## src/rtl/ped_traffic_controller.sv

```systemverilog
// Two-phase NS/EW intersection controller with a pedestrian walk cycle across
// the NS phase. All outputs are registered decodes of the next state.
module ped_traffic_controller #(
    parameter int GREEN_TICKS   = 10,
    parameter int YELLOW_TICKS  = 3,
    parameter int ALL_RED_TICKS = 1,
    parameter int WALK_TICKS    = 6,
    parameter int FLASH_TICKS   = 4,
    parameter int CNT_W         = 8
) (
    input  logic       clk,
    input  logic       reset_n,
    input  logic       tick,
    input  logic       ped_button,
    output logic [2:0] ns_light,
    output logic [2:0] ew_light,
    output logic [2:0] walk_state,
    output logic       ped_pending
);

    typedef enum logic [2:0] {
        NS_GREEN  = 3'd0,
        NS_YELLOW = 3'd1,
        RED_A     = 3'd2,
        EW_GREEN  = 3'd3,
        EW_YELLOW = 3'd4,
        RED_B     = 3'd5
    } state_t;

    localparam logic [2:0] LT_RED  = 3'b100;
    localparam logic [2:0] LT_YEL  = 3'b010;
    localparam logic [2:0] LT_GRN  = 3'b001;
    localparam logic [2:0] WK_WALK = 3'b100;
    localparam logic [2:0] WK_FLSH = 3'b010;
    localparam logic [2:0] WK_DONT = 3'b001;

    localparam logic [CNT_W-1:0] GREEN_LAST   = CNT_W'(GREEN_TICKS - 1);
    localparam logic [CNT_W-1:0] YELLOW_LAST  = CNT_W'(YELLOW_TICKS - 1);
    localparam logic [CNT_W-1:0] ALL_RED_LAST = CNT_W'(ALL_RED_TICKS - 1);
    localparam logic [CNT_W-1:0] WALK_END     = CNT_W'(WALK_TICKS);
    localparam logic [CNT_W-1:0] FLASH_END    = CNT_W'(WALK_TICKS + FLASH_TICKS);

    if (GREEN_TICKS < WALK_TICKS + FLASH_TICKS) begin : g_bad_walk_timing
        $fatal(1, "GREEN_TICKS must cover WALK_TICKS + FLASH_TICKS");
    end
    if (GREEN_TICKS < 1 || YELLOW_TICKS < 1 || ALL_RED_TICKS < 1 ||
        GREEN_TICKS > (2 ** CNT_W) || YELLOW_TICKS > (2 ** CNT_W) ||
        ALL_RED_TICKS > (2 ** CNT_W) || (WALK_TICKS + FLASH_TICKS) >= (2 ** CNT_W)) begin : g_bad_duration
        $fatal(1, "durations must be at least 1 and fit in CNT_W");
    end

    state_t           state_q, state_d, nxt_s;
    logic [CNT_W-1:0] elapsed_q, elapsed_d;
    logic             served_q, served_d;
    logic             pend_q, pend_d;
    logic             last_s, legal_s;
    logic [2:0]       ns_q, ns_d, ew_q, ew_d, walk_q, walk_d;

    // Next-state, elapsed counter, request latch and registered output decode
    always_comb begin
        state_d   = state_q;
        elapsed_d = elapsed_q;
        served_d  = served_q;
        pend_d    = pend_q | ped_button;
        nxt_s     = RED_B;
        last_s    = 1'b0;
        legal_s   = 1'b1;
        ns_d      = LT_RED;
        ew_d      = LT_RED;
        walk_d    = WK_DONT;

        case (state_q)
            NS_GREEN:  begin last_s = (elapsed_q == GREEN_LAST);   nxt_s = NS_YELLOW; end
            NS_YELLOW: begin last_s = (elapsed_q == YELLOW_LAST);  nxt_s = RED_A;     end
            RED_A:     begin last_s = (elapsed_q == ALL_RED_LAST); nxt_s = EW_GREEN;  end
            EW_GREEN:  begin last_s = (elapsed_q == GREEN_LAST);   nxt_s = EW_YELLOW; end
            EW_YELLOW: begin last_s = (elapsed_q == YELLOW_LAST);  nxt_s = RED_B;     end
            RED_B:     begin last_s = (elapsed_q == ALL_RED_LAST); nxt_s = NS_GREEN;  end
            default:   begin last_s = 1'b0; nxt_s = RED_B; legal_s = 1'b0; end
        endcase

        if (!legal_s) begin
            state_d   = RED_B;
            elapsed_d = '0;
            served_d  = 1'b0;
        end else if (tick) begin
            if (last_s) begin
                state_d   = nxt_s;
                elapsed_d = '0;
                if (state_q == NS_GREEN) begin
                    served_d = 1'b0;
                end else if (state_q == RED_B && pend_q) begin
                    // a press on this very cycle is absorbed by the service now starting
                    served_d = 1'b1;
                    pend_d   = 1'b0;
                end else begin
                    served_d = served_q;
                end
            end else begin
                elapsed_d = elapsed_q + CNT_W'(1);
            end
        end else begin
            state_d = state_q;
        end

        case (state_d)
            NS_GREEN:  begin ns_d = LT_GRN; ew_d = LT_RED; end
            NS_YELLOW: begin ns_d = LT_YEL; ew_d = LT_RED; end
            EW_GREEN:  begin ns_d = LT_RED; ew_d = LT_GRN; end
            EW_YELLOW: begin ns_d = LT_RED; ew_d = LT_YEL; end
            default:   begin ns_d = LT_RED; ew_d = LT_RED; end
        endcase

        if (state_d == NS_GREEN && served_d) begin
            if (elapsed_d < WALK_END) begin
                walk_d = WK_WALK;
            end else if (elapsed_d < FLASH_END) begin
                walk_d = WK_FLSH;
            end else begin
                walk_d = WK_DONT;
            end
        end else begin
            walk_d = WK_DONT;
        end
    end

    // State, counter, latch and output registers
    always_ff @(posedge clk or negedge reset_n) begin
        if (!reset_n) begin
            state_q   <= RED_B;
            elapsed_q <= '0;
            served_q  <= 1'b0;
            pend_q    <= 1'b0;
            ns_q      <= LT_RED;
            ew_q      <= LT_RED;
            walk_q    <= WK_DONT;
        end else begin
            state_q   <= state_d;
            elapsed_q <= elapsed_d;
            served_q  <= served_d;
            pend_q    <= pend_d;
            ns_q      <= ns_d;
            ew_q      <= ew_d;
            walk_q    <= walk_d;
        end
    end

    assign ns_light    = ns_q;
    assign ew_light    = ew_q;
    assign walk_state  = walk_q;
    assign ped_pending = pend_q;

endmodule

```

## config.mk

```make
export PLATFORM = sky130hd
export DESIGN_NAME = ped_traffic_controller
export DESIGN_NICKNAME = d
export VERILOG_FILES = /design/src/rtl/ped_traffic_controller.sv
export SDC_FILE = /design/constraint.sdc
export NUM_CORES = 1
export LEC_CHECK = 0
export BUFFER_PORTS_ARGS = -buffer_cell sky130_fd_sc_hd__clkbuf_2
export CAP_MARGIN = 20
export CORE_AREA = 2 2 52 73
export DETAILED_ROUTE_END_ITERATION = 8
export DIE_AREA = 0 0 54 75
export SLEW_MARGIN = 20
export SYNTH_ARGS = -nofsm -noshare
export SYNTH_HDL_FRONTEND = slang
export SYNTH_SLANG_ARGS = --single-unit
```

## constraint.sdc

```tcl
create_clock -name clk -period 1.81 [get_ports clk]
set_input_delay 0.362 -clock clk [delete_from_list [all_inputs] [get_ports clk]]
set_output_delay 0.362 -clock clk [all_outputs]
set_load 0.01 [all_outputs]
```

==> impl_metrics.toml <==
[setup_path]
r2r-start = "elapsed_q[1]"
max_stage_delay_ps = 450
r2r_cells = 7
cp_max_fo = 4
startpoint = "elapsed_q[1]"
timing.rr.end = "state_q[2]"
endpoint_kind = "register"
crit_arrival_ps = 2170
crit_type = "register to register"
startpoint_type = "register"
ff2ff_setup_slack_ps = -150
cp_cell_sequence = "buf_6, and3b_2, a22oi_4, buf_6, a311oi_4, buf_4, mux2_4"
cp_common_cell = "buf_6"
critPathRequiredTime_ps = 2020
crit_slowest_cell = "dfrtp_2"

[power]
power.total_mw = 3.414
p_int_mw = 2.059
power.leakage_nw = 0.9372
powerDensity_mw_per_mm2 = 1605
vdd_drop_max_v = 0.0009863
clkPwrFrac_pct = 14.0
power_frac_comb_pct = 61.0
swShare_pct = 39.69
seqPwrFrac_pct = 25.0
switchingPower_mw = 1.355

[grt]
grt_pass1_wl_um = 5961
grt_pass1_vias = 1259
grt_max_degree = 23
antenna_found_initial = 0
grt-ovfl-total = 0
grtUsageTotal_pct = 20.42

[synthesis]
synth_ff_type = "dfrtp_1"
synth.most_common_cell = "dfrtp_1"
syn_area_per_cell_um2 = 9.824
synth.distinct_cells = 54
syn_inst = 148
ys_seq_area_share_pct = 38.30
synth_commonest_cells = "17 x dfrtp_1, 15 x nor2_1, 14 x nand2_1"
postSynth.asyncResetShare_pct = 100.0
synth_top_area_share_pct = 29.26
synth_top_area_cell = "dfrtp_1"
syn_nets = 154
yosys-top-cells-area = "dfrtp_1 29%, dfstp_2 9.0%, nor2_1 3.9%, a311oi_4 3.6%, nand2_1 3.6%"
synth_edf_count = 0
ys_warn_count = 0
syn-cell-area_mm2 = 0.001454
ys_seq_elements = 22

[finish]
fin_nets = 205
final_area_mm2 = 0.002127
syn2layout_area_growth_pct = 46.30
fin_util_pct = 62.96
num_antenna_cells = 0
drive_above_1_share_pct = 53.54

[floorplan]
io_pins = 14
initial_core_util_pct = 43.04
fp.dieArea_mm2 = 0.004050
core_area_mm2 = 0.003378
core.rowCount = 25
die_w_um = 54
fp.dieH_um = 75

[clock_tree]
hold_buffers = 0
clk_latency_ps = 270
path_clk_slew_ps = 90
cts_sinks = 22
cts-htree-levels = 1
clock_path_buffers = 2
root_buffer = "clkbuf_8"
cts_buffers = 3
cts_tree = "built"

[run]
maxCapViolCount = 0

[sta]
hold_viol_final = 0
worst_clock_skew_ps = 5.930
fin_ws_ps = -151.1
min_period_over_period_pct = 108.4
rsz0062_at_grt = "true"
slew_headroom_pct = 62.66
setup-tns-final_ps = -945.8
setup_violations = 13
period_minus_slack_ps = 1961
slew_viol_final = 0
tightest_slew_ps = 560.1
fmax_mhz = 509.9
timing.hold.ws_ps = 61.95

[placed_design]
postPlaceCellArea_mm2 = 0.001867
gp_congestion = 0.8018
place_hpwl_um = 2736
port_buffers = 13

[drt]
vias_per_cell = 5.458
vias = 1299
wl_um = 3830
antenna_left = 0
drtIter0Drc = 41
drc = 0
dr.pass1.iters = 4
wl_per_cell_um = 16.09

[outcome]
violations = "setup timing"
status = "finished, violations left"

[worst_hold_path]
hp-class = "input pin to async pin"
==> worst max path at each step <==
stage | cells after the start | end | slack (ps)
finish | 7 | state_q[2] | -150
global route | 6 | walk_state[0] | -210
CTS | 7 | walk_state[0] | -140
detailed placement | 7 | walk_state[0] | -140
global placement | 7 | walk_state[0] | -90
floorplan | 6 | walk_state[0] | -100
==> state kept, by name, summed over array words and instances, names as in the netlist <==
register,cells
ns_light,3
ped_pending,1
ew_light,3
elapsed_q,8
state_q,3
served_q,1
walk_state,3
==> critical path: cells and delay by family (launching register included) <==
kind | cells | cell delay, ps
multiplexers | 1 | 290
AND/OR/NAND/NOR | 1 | 280
AO/OA/AOI/OAI | 2 | 440
buffers and inverters | 3 | 440
flip-flops | 1 | 450
==> placed cells by master, fill, tap and decap left out, types with 3 or more instances in the layout <==
cell	count
nor3_1	3
clkbuf_8	3
buf_4	35
nor2_1	14
nand2b_1	4
dfstp_2	5
a21oi_2	3
o21ai_0	3
o211ai_1	3
clkbuf_2	13
nor3_2	3
mux2_4	3
xor2_1	4
nand2_1	12
buf_6	7
dfrtp_2	4
inv_1	4
dfrtp_1	13
==> power by group through the flow <==
stage	Sequential, mW	Clock, mW	Combinational, mW
6_report	0.855	0.476	2.08
5_1_grt	0.873	0.499	2.26
4_1_cts	0.849	0.484	1.88
3_5_place_dp	0.854	0	1.73
3_3_place_gp	0.845	0	1.69
2_1_floorplan	0.844	0	1.10
==> metrics by stage <==
| stage | instances | setup WS (ps) |
|---|---|---|
| after global placement | 230 | -87.03 |
| after detailed placement | 230 | -140.3 |
| final | 238 | -151.1 |
| after CTS | 234 | -144.7 |
| after global routing | 238 | -207.3 |
| after floorplan | 148 | -101.1 |
==> kinds of logic after synthesis <==
family                   share of synthesized area, %
buffers and inverters                           4.302
multiplexers                                    3.270
AND/OR/NAND/NOR                                 26.85
flip-flops                                      38.30
AO/OA/AOI/OAI                                   19.54
adder cells (fa/ha/maj)                         1.721
XOR/XNOR                                        6.024
==> layer usage <==
metal  global-route usage [%]  vias up  share of wire, %
met2                    39.43       23                58
li1                         -      621                 -
met1                    21.91      647                38
met5                        0        -                 0
met4                    6.389        0               1.5
met3                    3.175        8               2.1
==> what timing repair did <==
| action | CTS | global route |
|---|---|---|
| resized for setup | 14 | 16 |
| pin swaps | 10 | 7 |
| buffers inserted | 1 | 4 |
| endpoints found under the setup margin | 14 | 18 |
| cloned | 0 | 0 |
==> layout make-up <==
| type | instances | area, um^2 |
|---|---|---|
| sequential | 22 | 561.8 |
| inverter | 4 | 15.01 |
| clock buffer | 3 | 41.29 |
| clock inverter | 1 | 30.03 |
| tap | 40 | 50.05 |
| multi-input combinational | 113 | 1022 |
| fill | 273 | 1251 |
| timing repair buffer | 55 | 406.6 |
No activity file was read; power rests on OpenSTA's default activity.
